===== config.mk =====
export PLATFORM = sky130hd
export DESIGN_NAME = btn_event_arbiter_flat
export DESIGN_NICKNAME = d
export VERILOG_FILES = /design/src/rtl/btn_event_arbiter_if.sv /design/src/rtl/btn_event_arbiter.sv /design/src/flat_wrapper.sv
export SDC_FILE = /design/constraint.sdc
export NUM_CORES = 1
export LEC_CHECK = 0
export ABC_AREA = 0
export BUFFER_PORTS_ARGS = -buffer_cell sky130_fd_sc_hd__buf_2
export CAP_MARGIN = 20
export CORE_MARGIN = 2
export CORE_UTILIZATION = 31
export CTS_BUF_LIST = sky130_fd_sc_hd__clkbuf_16
export DETAILED_ROUTE_END_ITERATION = 7
export MAX_ROUTING_LAYER = met4
export REMOVE_ABC_BUFFERS = 1
export SETUP_SLACK_MARGIN = 0.2
export SLEW_MARGIN = 20
export SYNTH_ARGS = -nofsm -noshare
export SYNTH_HDL_FRONTEND = slang
export SYNTH_SLANG_ARGS = --single-unit

===== constraint.sdc =====
create_clock -name CLK -period 2.3 [get_ports CLK]
set_clock_uncertainty 0.15 [all_clocks]
set_input_delay 0.46 -clock CLK [delete_from_list [all_inputs] [get_ports CLK]]
set_output_delay 0.46 -clock CLK [all_outputs]
set_load 0.02 [all_outputs]

===== src/rtl/btn_event_arbiter_if.sv =====
// Handshake bundle between the button shapers, the event arbiter and its consumer.
// The master drives the press pulses, flush and ack; the slave (the arbiter) drives the event outputs.
interface btn_event_arbiter_if #(
  parameter int IDW = 2,
  parameter int AW  = 2
);
  logic [2**IDW-1:0] pulse_in;
  logic              flush;
  logic              ev_ack;
  logic              ev_valid;
  logic [IDW-1:0]    ev_id;
  logic [AW:0]       count;
  logic [2**IDW-1:0] pend;
  logic              drop;

  modport master (
    output pulse_in, flush, ev_ack,
    input  ev_valid, ev_id, count, pend, drop
  );

  modport slave (
    input  pulse_in, flush, ev_ack,
    output ev_valid, ev_id, count, pend, drop
  );
endinterface


===== src/rtl/btn_event_arbiter.sv =====
// Latches one-cycle button presses as pending requests and serializes them, one per cycle,
// into a small event FIFO using round-robin arbitration starting after the last granted source.
module btn_event_arbiter #(
  parameter int IDW = 2,
  parameter int AW  = 2
) (
  input  logic                 CLK,
  input  logic                 RST,
  btn_event_arbiter_if.slave   bus
);
  localparam int N = 1 << IDW;
  localparam int D = 1 << AW;

  logic [N-1:0]   pend_q, pend_d;
  logic [IDW-1:0] last_q, last_d;
  logic [AW-1:0]  rd_q, rd_d, wr_q, wr_d;
  logic [AW:0]    cnt_q, cnt_d;
  logic           drop_q, drop_d;
  logic [IDW-1:0] mem_q [D];

  logic           full;
  logic           push;
  logic           pop;
  logic [IDW-1:0] grant_id;
  logic [N-1:0]   gmask;

  assign full = (cnt_q == (AW+1)'(D));
  assign pop  = bus.ev_ack && (cnt_q != '0);

  // Scan pending bits starting one past the last grant; the final step lands back on last_q.
  always_comb begin
    logic           found;
    logic [IDW-1:0] idx;
    found    = 1'b0;
    grant_id = last_q;
    idx      = last_q;
    for (int k = 1; k <= N; k++) begin
      idx = last_q + IDW'(k);
      if (!found && pend_q[idx]) begin
        found    = 1'b1;
        grant_id = idx;
      end
    end
    push  = found && !full && !bus.flush;
    gmask = push ? ({{(N-1){1'b0}}, 1'b1} << grant_id) : '0;
  end

  always_comb begin
    pend_d = pend_q;
    last_d = last_q;
    rd_d   = rd_q;
    wr_d   = wr_q;
    cnt_d  = cnt_q;
    drop_d = drop_q;
    if (bus.flush) begin
      pend_d = '0;
      rd_d   = '0;
      wr_d   = '0;
      cnt_d  = '0;
    end else begin
      // A pulse on a bit that stays pending is coalesced; a pulse on the granted bit is a fresh request.
      pend_d = (pend_q & ~gmask) | bus.pulse_in;
      if (|(bus.pulse_in & pend_q & ~gmask)) drop_d = 1'b1;
      if (push) begin
        wr_d   = wr_q + 1'b1;
        last_d = grant_id;
      end
      if (pop) rd_d = rd_q + 1'b1;
      unique case ({push, pop})
        2'b10:   cnt_d = cnt_q + 1'b1;
        2'b01:   cnt_d = cnt_q - 1'b1;
        default: cnt_d = cnt_q;
      endcase
    end
  end

  always_ff @(posedge CLK) begin
    if (!RST) begin
      pend_q <= '0;
      last_q <= IDW'(N - 1);
      rd_q   <= '0;
      wr_q   <= '0;
      cnt_q  <= '0;
      drop_q <= 1'b0;
    end else begin
      pend_q <= pend_d;
      last_q <= last_d;
      rd_q   <= rd_d;
      wr_q   <= wr_d;
      cnt_q  <= cnt_d;
      drop_q <= drop_d;
    end
  end

  // Storage holds only IDs; occupancy is tracked by cnt_q, so no reset is needed here.
  always_ff @(posedge CLK) begin
    if (RST && push) mem_q[wr_q] <= grant_id;
  end

  assign bus.ev_valid = (cnt_q != '0);
  assign bus.ev_id    = bus.ev_valid ? mem_q[rd_q] : '0;
  assign bus.count    = cnt_q;
  assign bus.pend     = pend_q;
  assign bus.drop     = drop_q;
endmodule


===== src/flat_wrapper.sv =====
// flat-port wrapper written by rule: the top's interface ports become plain ports
module btn_event_arbiter_flat 
#(
  parameter int IDW = 2,
  parameter int AW  = 2
)
  (CLK, RST, bus_pulse_in, bus_flush, bus_ev_ack, bus_ev_valid, bus_ev_id, bus_count, bus_pend, bus_drop);
  btn_event_arbiter_if #(.IDW(IDW), .AW(AW)) bus_i ();
  input  logic CLK;
  input  logic RST;
  input wire logic [$bits(bus_i.pulse_in)-1:0] bus_pulse_in;
  input wire logic [$bits(bus_i.flush)-1:0] bus_flush;
  input wire logic [$bits(bus_i.ev_ack)-1:0] bus_ev_ack;
  output wire logic [$bits(bus_i.ev_valid)-1:0] bus_ev_valid;
  output wire logic [$bits(bus_i.ev_id)-1:0] bus_ev_id;
  output wire logic [$bits(bus_i.count)-1:0] bus_count;
  output wire logic [$bits(bus_i.pend)-1:0] bus_pend;
  output wire logic [$bits(bus_i.drop)-1:0] bus_drop;
  assign bus_i.pulse_in = bus_pulse_in;
  assign bus_i.flush = bus_flush;
  assign bus_i.ev_ack = bus_ev_ack;
  assign bus_ev_valid = bus_i.ev_valid;
  assign bus_ev_id = bus_i.ev_id;
  assign bus_count = bus_i.count;
  assign bus_pend = bus_i.pend;
  assign bus_drop = bus_i.drop;
  btn_event_arbiter #(.IDW(IDW), .AW(AW)) u_core (.CLK(CLK), .RST(RST), .bus(bus_i));
endmodule

==> results.txt, run 1 <==
outcome - complete, no violations
synth warn - 0
maximum clock frequency - 479 MHz
CTS sink count - 24
met2 WL - 1000 um
Placed Area - 1310 um^2
vias in the first global route - 852
RSZ-0062 raised after global routing - yes
nature of the critical path endpoint - register
Crit Reg-Reg Startpoint - u_core.bus.count[0]$_SDFFE_PP0P_
Initial Util - 33.2%
top sig layer - met4
Yosys top cell by area - dfxtp_1
wirelength, routed - 2140 um
antenna violations before repair - 0
Tmin final - 2.09 ns
hold buffer count at cts - 0
max_cap viols - 0
overall die area - 4150 um^2
hpwl dp - 1630 um
Mean Syn Cell Area - 10.1 um^2
Port Buffers - 18
Leak - 0.588 nW
gpl congestion - 0.779
FF-to-FF setup slack - 0.21 ns
Vias - 901
PnR Total Power - 0.000978 W
ANT nets after route - 0
via/cell ratio - 4.79
die width - 64.4 um
Async SR Flop Fraction - 0%
ranking of synthesized cells by area - dfxtp_1 28%, edfxtp_1 21%, ha_1 5.5%
Post-Syn Instances - 112
Fillers - 342
Detailed Routing Iterations Pass 1 - 4
Required @ worst endpoint - 2.32 ns
Final Cycle Share - 90.8%
Area Overhead vs Synth - 28.3%
flops & latches, synth - 24
remaining global-route overflow - 0
Die Y - 64.4 um
Startpoint Class - register
Multi-input gate area - 559 um^2
PD cells - 673 nW/um^2
H-tree level count - 1
CTS tree - done
CP Max Fanout - 4
Placement Setup Slack - 0.00660 ns
top_reg_cell synth - dfxtp_1
Worst Tran Pin Value - 0.510 ns
met3 WL - 89 um
WHS Path Cells - 3
Reg-to-Reg End - u_core.bus.count[2]$_SDFFE_PP0P_
clock tree buffer depth - 2
Finish-stage setup viols - 0
Unique masters post-synth - 29
WP data arrival - 2.10 ns
diodes inserted - 0
Synth top cells by count - 16 x dfxtp_1, 14 x nor2_1, 10 x nand2_1, 8 x a21oi_1, 8 x edfxtp_1
register area share after synthesis - 49.5%
DR DRC count - 0
row cnt - 21
Mapped Area - 1130 um^2
final worst slack - 0.211 ns
CTS root buf - clkbuf_16
Post-synth EDFFs - 8
ratio of cells with drive above 1 in the final layout - 34.5%
worst min-delay path startpoint - bus_pulse_in[3]
design area - 1450 um^2
Max-slew headroom - 66.0%
wire length on met1 - 1030 um
FF/Latch Area - 566 um^2
Num CTS Buffers - 3
Clock transition at path regs - 0.06 ns
Final Max Slew Viols - 0
Worst Hold Class - input port to register
Hold EP - u_core.bus.pend[3]$_SDFF_PP0_
DR WL/cell - 11.4 um
Starting DRT DRC Count - 29
Reg2Reg Depth - 10
final hold vios - 0
I/O pins - 19
Tot GR Track Use - 11.3%
Layout Nets - 157
count leader, synth - dfxtp_1
first-pass GRT wire length - 3640 um
critical path type - register to register
Synth top area share - 28.3%
Peak VDD IR - 0.000249 V
CORE AREA - 3420 um^2
largest net degree at the start of global routing - 14
Skew-Pair Late Insertion Delay - 0.25 ns
how the worst max path moves through the flow:
stage / from / to / slack [ns] / depth (start not counted)
6_report: u_core.bus.count[0]$_SDFFE_PP0P_ / u_core.bus.count[2]$_SDFFE_PP0P_ / 0.21 / 10
5_1_grt: u_core.bus.count[0]$_SDFFE_PP0P_ / u_core.bus.count[2]$_SDFFE_PP0P_ / 0.13 / 10
4_1_cts: u_core.bus.count[1]$_SDFFE_PP0P_ / u_core.bus.count[2]$_SDFFE_PP0P_ / 0.21 / 10
3_5_place_dp: bus_flush / u_core.bus.count[2]$_SDFFE_PP0P_ / 0.007 / 10
3_3_place_gp: bus_flush / u_core.bus.count[2]$_SDFFE_PP0P_ / 0.08 / 10
2_1_floorplan: u_core.bus.count[0]$_SDFFE_PP0P_ / u_core.bus.count[2]$_SDFFE_PP0P_ / -0.18 / 10
sequential cells by signal, summed over array words and instances (netlist names), named ones only:
name	flops
u_core.bus.count	3
u_core.bus.drop	1
u_core.bus.pend	4
u_core.last_q	2
u_core.mem_q	8
u_core.rd_q	2
u_core.wr_q	2
cells in the final DEF (no fill, tap or decap):
| cell type | instances |
|---|---|
| xnor2_1 | 2 |
| a31oi_1 | 4 |
| o21ai_1 | 1 |
| xor2_1 | 3 |
| buf_4 | 9 |
| fa_2 | 1 |
| a221oi_4 | 1 |
| or3_4 | 1 |
| inv_1 | 5 |
| o21ai_0 | 3 |
| ha_1 | 4 |
| nor2_1 | 13 |
| o211ai_1 | 2 |
| mux4_2 | 2 |
| nor2b_1 | 1 |
| and2_4 | 1 |
| a21boi_2 | 1 |
| nor4_1 | 1 |
| buf_2 | 18 |
| edfxtp_1 | 8 |
| and2_1 | 2 |
| o21a_1 | 1 |
| dfxtp_2 | 4 |
| a21oi_1 | 8 |
| inv_2 | 5 |
| a21o_1 | 1 |
| dfxtp_1 | 12 |
| ha_4 | 1 |
| or3_1 | 1 |
| nand2_1 | 10 |
| nor2_2 | 1 |
| nand3_1 | 4 |
| and3_1 | 4 |
| a31oi_2 | 1 |
| clkbuf_16 | 3 |
| nand2b_1 | 3 |
critical path: stages, from the launching register on:
cell      delay [ns]
dfxtp_2         0.34
inv_2           0.07
a31oi_2         0.09
a21boi_2        0.18
inv_2           0.08
ha_4            0.13
inv_1           0.05
fa_2            0.33
xor2_1          0.15
or3_1           0.30
a21oi_1         0.14
per-layer routing:
layer  GRT usage [%]  vias up
li1                -      452
met1            14.0      421
met2            19.1       26
met3            1.56        2
met4            3.99        0
met5               -        -
cells by family (layout without fill, tap and decap cells):
family	after synthesis	after routing	share of synthesized area, %
AND/OR/NAND/NOR	42	42	17.5
flip-flops	24	24	49.5
AO/OA/AOI/OAI	23	23	14.6
buffers and inverters	10	40	3.31
adder cells (fa/ha/maj)	6	6	7.29
XOR/XNOR	5	5	3.87
multiplexers	2	2	3.98
timing repair:
action | in CTS | in global routing
setup buffers | 2 | 2
pin swaps | 1 | 0
cloned | 0 | 0
resized for setup | 10 | 2
endpoints found under the setup margin | 2 | 4
per-stage QoR:
stage               instances  utilization (%)  setup TNS, ns  hold slack, ns
floorplan                 111                -         -0.295           0.319
global placement          180             38.5              0           0.293
detailed placement        180             38.5              0           0.306
CTS                       186             42.0              0           0.280
global route              188             42.5              0           0.304
finish                    188             42.5              0           0.281
power by group:
group | leakage [nW] | internal (W) | switching, W
Combinational | 0.343 | 0.0000644 | 0.0000848
Clock | 0.0423 | 0.000231 | 0.000127
Sequential | 0.203 | 0.000456 | 0.0000149
cell type report:
type / instances / share of cell area, %
inverters: 9 / 2.33
repair buffers: 27 / 10.9
well taps: 46 / 3.96
clock buffers: 3 / 5.17
multi-input cells: 78 / 38.5
clock inverters: 1 / 0.258
flip-flops and latches: 24 / 38.9
No activity file was read; power rests on OpenSTA's default activity.
==> inputs of run 2 (changes only) <==
--- a/config.mk
+++ b/config.mk
@@ -13,6 +13,7 @@
 export CTS_BUF_LIST = sky130_fd_sc_hd__clkbuf_16
 export DETAILED_ROUTE_END_ITERATION = 7
 export MAX_ROUTING_LAYER = met4
+export RECOVER_POWER = 25
 export REMOVE_ABC_BUFFERS = 1
 export SETUP_SLACK_MARGIN = 0.2
 export SLEW_MARGIN = 20
==> run 2 against run 1 <==
  * Clock-buffer cell count did not move
  * Utilization shrank 0.33 points
  * Sequential power barely moved
  * Final cell count did not move
  * Via count fell by 0.78%
==> results.txt, run 2 (same netlist as run 1, synthesis figures left out) <==
Skew-Pair Late Insertion Delay - 0.25 ns (about the same)
diodes inserted - 0 (unchanged)
Crit-path slowest cell - dfxtp_1
nature of the critical path endpoint - register
CP Max Fanout - 5 (+1)
Final Cycle Share - 91.9% (+1.1 points)
hpwl dp - 1630 um (unchanged)
Reg2Reg Depth - 9 (-1)
row cnt - 21 (unchanged)
Startpoint Class - register
final hold vios - 0 (unchanged)
Die Y - 64.4 um (unchanged)
Num CTS Buffers - 3 (unchanged)
ANT nets after route - 0 (unchanged)
worst hold slack - 0.281 ns (+0.00000400 ns)
WP data arrival - 2.13 ns (+0.03 ns)
Buf+Inv Stages, Crit Path - 2 (-1)
Critical Path Stages - 9 (-1)
Finish-stage setup viols - 0 (unchanged)
highest cell delay on the worst timing path - 0.40 ns (+0.06 ns)
Final Max Slew Viols - 0 (unchanged)
Starting DRT DRC Count - 26 (-10%)
FF-to-FF setup slack - 0.19 ns (-0.02 ns)
Initial Util - 33.2% (unchanged)
ratio of cells with drive above 1 in the final layout - 28.2% (-6.3 points)
DR DRC count - 0 (unchanged)
WHS Path Cells - 3 (unchanged)
first-pass GRT wire length - 3640 um (unchanged)
cells along the critical path - a31oi_2 > a21boi_2 > inv_2 > ha_4 > inv_1 > fa_2 > xor2_1 > or3_1 > a21oi_1
Peak VDD IR - 0.000249 V (about the same)
gpl congestion - 0.779 (unchanged)
max reg flops - 8 (unchanged)
CTS root buf - clkbuf_16
Detailed Routing Iterations Pass 1 - 4 (unchanged)
via/cell ratio - 4.76 (-0.78%)
max_cap viols - 0 (unchanged)
DR WL/cell - 11.4 um (-0.14%)
Vias - 894 (-0.78%)
Tot GR Track Use - 11.3% (unchanged)
antenna violations before repair - 0 (unchanged)
outcome - complete, no violations
Worst Tran Pin Value - 0.507 ns (-0.00282 ns)
H-tree level count - 1 (unchanged)
vias in the first global route - 852 (unchanged)
Worst Hold Class - input port to register
wirelength, routed - 2140 um (-0.14%)
Final Util - 42.2% (-0.33 points)
remaining global-route overflow - 0 (unchanged)
CP top delay family - adder cells
Crit Reg-Reg Startpoint - u_core.bus.count[2]$_SDFFE_PP0P_
overall die area - 4150 um^2 (unchanged)
Worst Setup SP - u_core.bus.count[2]$_SDFFE_PP0P_
post-route setup TNS - 0 ns (unchanged)
die width - 64.4 um (unchanged)
I/O pins - 19 (unchanged)
commonest non-fill, non-tap cells in the layout - 13 x nor2_1, 13 x dfxtp_1, 10 x nand2_1, 10 x buf_2, 9 x buf_4
CORE AREA - 3420 um^2 (unchanged)
RSZ-0062 raised after global routing - yes
Area Overhead vs Synth - 27.3%
PnR Total Power - 0.000976 W (-0.17%)
clock tree buffer depth - 2 (unchanged)
hold buffer count at cts - 0 (unchanged)
Leak - 0.555 nW (-5.7%)
PD cells - 677 nW/um^2 (+0.61%)
Largest Register - u_core.mem_q
critical path type - register to register
CTS sink count - 24 (unchanged)
Tmin final - 2.11 ns (+0.0242 ns)
CTS tree - done
Clock transition at path regs - 0.06 ns (about the same)
Required @ worst endpoint - 2.32 ns (about the same)
largest net degree at the start of global routing - 14 (unchanged)
Max-slew headroom - 66.2% (+0.19 points)
Layout Nets - 157 (unchanged)
Reg-to-Reg End - u_core.bus.count[2]$_SDFFE_PP0P_
crit path to - u_core.bus.count[2]$_SDFFE_PP0P_
maximum clock frequency - 473 MHz (-1.1%)
Port Buffers - 18 (unchanged)
## run 2: cell count changes in the layout (fill, tap and decap cells not counted)
cell,delta
buf_2,-8
dfxtp_1,+1
clkbuf_1,+8
dfxtp_2,-1
## run 2: area by class of cell
class / instances / area, um^2
Timing Repair Buffer: 27 / 148
Tap cell: 46 / 57.6
Sequential cell: 24 / 564
Clock inverter: 1 / 3.75
Multi-Input combinational cell: 78 / 559
Inverter: 9 / 33.8
Clock buffer: 3 / 75.1
Fill cell: 349 / 1970
## run 2: per-layer routing
metal | part of all wire, % | GRT usage [%] | up-vias | wire length, um
met2 | 47 | 19.1 | 23 | 1000
met5 | 0 | - | - | 0
met3 | 3.8 | 1.56 | 2 | 82
met4 | 0.89 | 3.99 | 0 | 19
met1 | 48 | 14.0 | 418 | 1030
li1 | - | - | 451 | -
## run 2: per-stage QoR
| stage | cells | area (um^2) | setup WS (ns) |
|---|---|---|---|
| global placement | 180 | 1310 | 0.0764 |
| floorplan | 111 | 1130 | -0.177 |
| global route | 188 | 1440 | 0.100 |
| detailed placement | 180 | 1310 | 0.00660 |
| CTS | 186 | 1440 | 0.214 |
| finish | 188 | 1440 | 0.187 |
## run 2: worst min path at each step
| stage | startpoint | endpoint |
|---|---|---|
| after floorplan | u_core.wr_q[1]$_SDFFE_PP0P_ | u_core.wr_q[1]$_SDFFE_PP0P_ |
| final | bus_pulse_in[3] | u_core.bus.pend[3]$_SDFF_PP0_ |
| after CTS | bus_pulse_in[3] | u_core.bus.pend[3]$_SDFF_PP0_ |
| after detailed placement | u_core.bus.drop$_SDFFE_PN0P_ | u_core.bus.drop$_SDFFE_PN0P_ |
| after global placement | u_core.bus.drop$_SDFFE_PN0P_ | u_core.bus.drop$_SDFFE_PN0P_ |
| after global routing | bus_pulse_in[1] | u_core.bus.pend[1]$_SDFF_PP0_ |
## run 2: what timing repair did
action | CTS | global route
gates resized for setup | 10 | 2
endpoints found under the setup margin | 2 | 4
pin swaps | 1 | 0
buffers inserted | 2 | 2
## run 2: power breakdown
group	total [W]	switching (W)	internal [W]
Combinational	0.000147	0.0000846	0.0000627
Clock	0.000358	0.000127	0.000231
Sequential	0.000471	0.0000151	0.000456
Total	0.000976	0.000226	0.000750
## run 2: worst min-delay path: stages
cell     delay, ns
buf_2         0.09
a21oi_1       0.03
nor2_1        0.06
==> inputs of run 3 (changes only) <==
==> constraint.sdc (replaced) <==
create_clock -name CLK -period 2.5 [get_ports CLK]
set_clock_uncertainty 0.15 [all_clocks]
set_input_delay 0.5 -clock CLK [delete_from_list [all_inputs] [get_ports CLK]]
set_output_delay 0.5 -clock CLK [all_outputs]
set_load 0.02 [all_outputs]
==> run 3 against run 2 <==
  * Power increased by 3.7%
  * First-iteration DRC count increased by 7.7%
  * Clock-buffer cell count unchanged
  * Final area decreased by 0.69%
  * Combinational power decreased by 13%
  * Global-route usage increased by 0.76 points
  * Fmax decreased by 2.4%
  * Clock power increased by 26%
  * Register-to-register slack improved by 0.15 ns
  * Sequential share of layout area increased by 0.19 points
  * Non-clock buffer count decreased by 5
  * Final cell count decreased by 2.7%
==> results.txt, run 3 (same netlist as run 1, synthesis figures left out) <==
internal power - 0.000788 W (+5.1%)
diodes inserted - 0 (unchanged)
Die Y - 64.4 um (unchanged)
Area Overhead vs Synth - 26.4%
combinational share of power - 12.6% (-2.5 points)
DR WL/cell - 12.2 um (+7.4%)
maximum clock frequency - 462 MHz (-2.4%)
final worst slack - 0.335 ns (+0.148 ns)
max reg flops - 8 (unchanged)
hpwl dp - 1650 um (+0.79%)
Peak VDD IR - 0.000533 V (+110%)
final hold vios - 0 (unchanged)
CP dominant cell by count - inv_2
Buf+Inv Stages, Crit Path - 3 (+1)
Vias - 896 (+0.22%)
met2 WL - 1080 um (+7.5%)
wirelength, routed - 2240 um (+4.5%)
Placement Setup Slack - 0.118 ns (+0.112 ns)
Starting DRT DRC Count - 28 (+7.7%)
overall die area - 4150 um^2 (unchanged)
H-tree level count - 1 (unchanged)
Crit-path slowest cell - dfxtp_1
first-pass GRT wire length - 3770 um (+3.8%)
nature of the critical path endpoint - register
Final Cycle Share - 86.6% (-5.3 points)
Required @ worst endpoint - 2.53 ns (+0.21 ns)
cells along the critical path - inv_2 > a31oi_2 > a21boi_2 > inv_2 > ha_4 > inv_1 > fa_2 > xor2_1 > or3_1 > a21oi_1
Num CTS Buffers - 3 (unchanged)
Detailed Routing Iterations Pass 1 - 6 (+2)
Tot GR Track Use - 12.1% (+0.76 points)
critical path type - register to register
WP data arrival - 2.19 ns (+0.06 ns)
commonest non-fill, non-tap cells in the layout - 14 x dfxtp_1, 13 x nor2_1, 13 x buf_2
ANT nets after route - 0 (unchanged)
max_cap viols - 0 (unchanged)
Clk pwr share - 44.4% (+7.7 points)
Tmin final - 2.17 ns (+0.0520 ns)
outcome - complete, no violations
clock tree buffer depth - 2 (unchanged)
Final Max Slew Viols - 0 (unchanged)
RSZ-0062 raised after global routing - no
Reg power frac - 42.9% (-5.4 points)
ratio of cells with drive above 1 in the final layout - 25.5% (-2.6 points)
met3 WL - 114 um (+39%)
Worst Tran Pin Value - 0.517 ns (+0.0104 ns)
Layout Nets - 152 (-3.2%)
CP top delay family - adder cells
top sig layer - met4
row cnt - 21 (unchanged)
CTS tree - done
wire length on met1 - 1030 um (-0.58%)
commonest non-fill, non-tap cell in the layout - dfxtp_1
Clock transition at path regs - 0.06 ns (about the same)
Largest Register - u_core.mem_q
Skew-Pair Late Insertion Delay - 0.25 ns (about the same)
CTS sink count - 24 (unchanged)
Port Buffers - 18 (unchanged)
DR DRC count - 0 (unchanged)
post-route setup TNS - 0 ns (unchanged)
Worst Hold Class - register to register
switching pwr - 0.000224 W (-1.1%)
gpl congestion - 0.797 (+2.4%)
Max-slew headroom - 65.5% (-0.69 points)
PD cells - 707 nW/um^2 (+4.4%)
Leak - 0.548 nW (-1.3%)
highest cell delay on the worst timing path - 0.34 ns (-0.06 ns)
Finish-stage setup viols - 0 (unchanged)
Startpoint Class - register
I/O pins - 19 (unchanged)
CORE AREA - 3420 um^2 (unchanged)
antenna violations before repair - 0 (unchanged)
FF-to-FF setup slack - 0.33 ns (+0.15 ns)
vias in the first global route - 870 (+2.1%)
CP Max Fanout - 6 (+1)
Sw Ratio - 22.1% (-1.1 points)
largest net degree at the start of global routing - 15 (+1)
CTS root buf - clkbuf_16
remaining global-route overflow - 0 (unchanged)
via/cell ratio - 4.90 (+3.0%)
die width - 64.4 um (unchanged)
Initial Util - 33.2% (unchanged)
[run 3: cell types whose count changed in the layout (fill, tap and decap cells not counted), sizes merged]
cell,before,now
clkbuf,11,9
buf,19,16
inv,10,9
bufinv,0,1
[run 3: power by group through the flow]
stage	Clock [W]	Sequential, W	Combinational, W
after floorplan	0	0.000446	0.0000753
after global placement	0	0.000441	0.000118
after detailed placement	0	0.000442	0.000121
after CTS	0.000458	0.000434	0.000121
after global routing	0.000476	0.000437	0.000143
final	0.000450	0.000435	0.000128
[run 3: repair_timing]
action	CTS	global route
resized for setup	2	9
endpoints found under the setup margin	1	1
hold endpoints to repair	0	0
hold buffers	0	0
cloned	0	0
setup buffers	0	2
pin swaps	0	1
[run 3: final timing paths]
path              depth (start not counted)                               end                             start
setup / recovery                         10  u_core.bus.count[2]$_SDFFE_PP0P_  u_core.bus.count[1]$_SDFFE_PP0P_
hold / removal                            2      u_core.bus.drop$_SDFFE_PN0P_      u_core.bus.drop$_SDFFE_PN0P_
setup reg to reg                         10  u_core.bus.count[2]$_SDFFE_PP0P_  u_core.bus.count[1]$_SDFFE_PP0P_
hold reg to reg                           2      u_core.bus.drop$_SDFFE_PN0P_      u_core.bus.drop$_SDFFE_PN0P_
[run 3: metal layers]
metal / up-vias / global-route usage (%)
li1: 438 / -
met1: 426 / 14.0
met2: 28 / 20.2
met3: 4 / 4.34
met4: 0 / 2.93
met5: - / -
[run 3: stage by stage]
step	hold WS [ns]	area, um^2	utilization, %	std cells	total power [W]
5_1_grt	0.341	1430	41.9	183	0.00106
3_5_place_dp	0.312	1290	37.8	177	0.000562
2_1_floorplan	0.319	1130	-	111	0.000521
6_report	0.319	1430	41.9	183	0.00101
4_1_cts	0.322	1400	41.0	181	0.00101
3_3_place_gp	0.306	1290	37.8	177	0.000559
[run 3: worst min-delay path: cells and delay by family (launching register included)]
kind,cells,cell delay (ns)
AOI/OAI and AO/OA,1,0.05
and+or+nand+nor,1,0.05
DFF,1,0.32
[run 3: cell type report]
cell class	count	area [um^2]
Tap cell	46	57.6
Timing Repair Buffer	22	110
Sequential cell	24	563
Clock inverter	1	30.0
Fill cell	358	1980
Clock buffer	3	75.1
Multi-Input combinational cell	78	562
Inverter	9	33.8
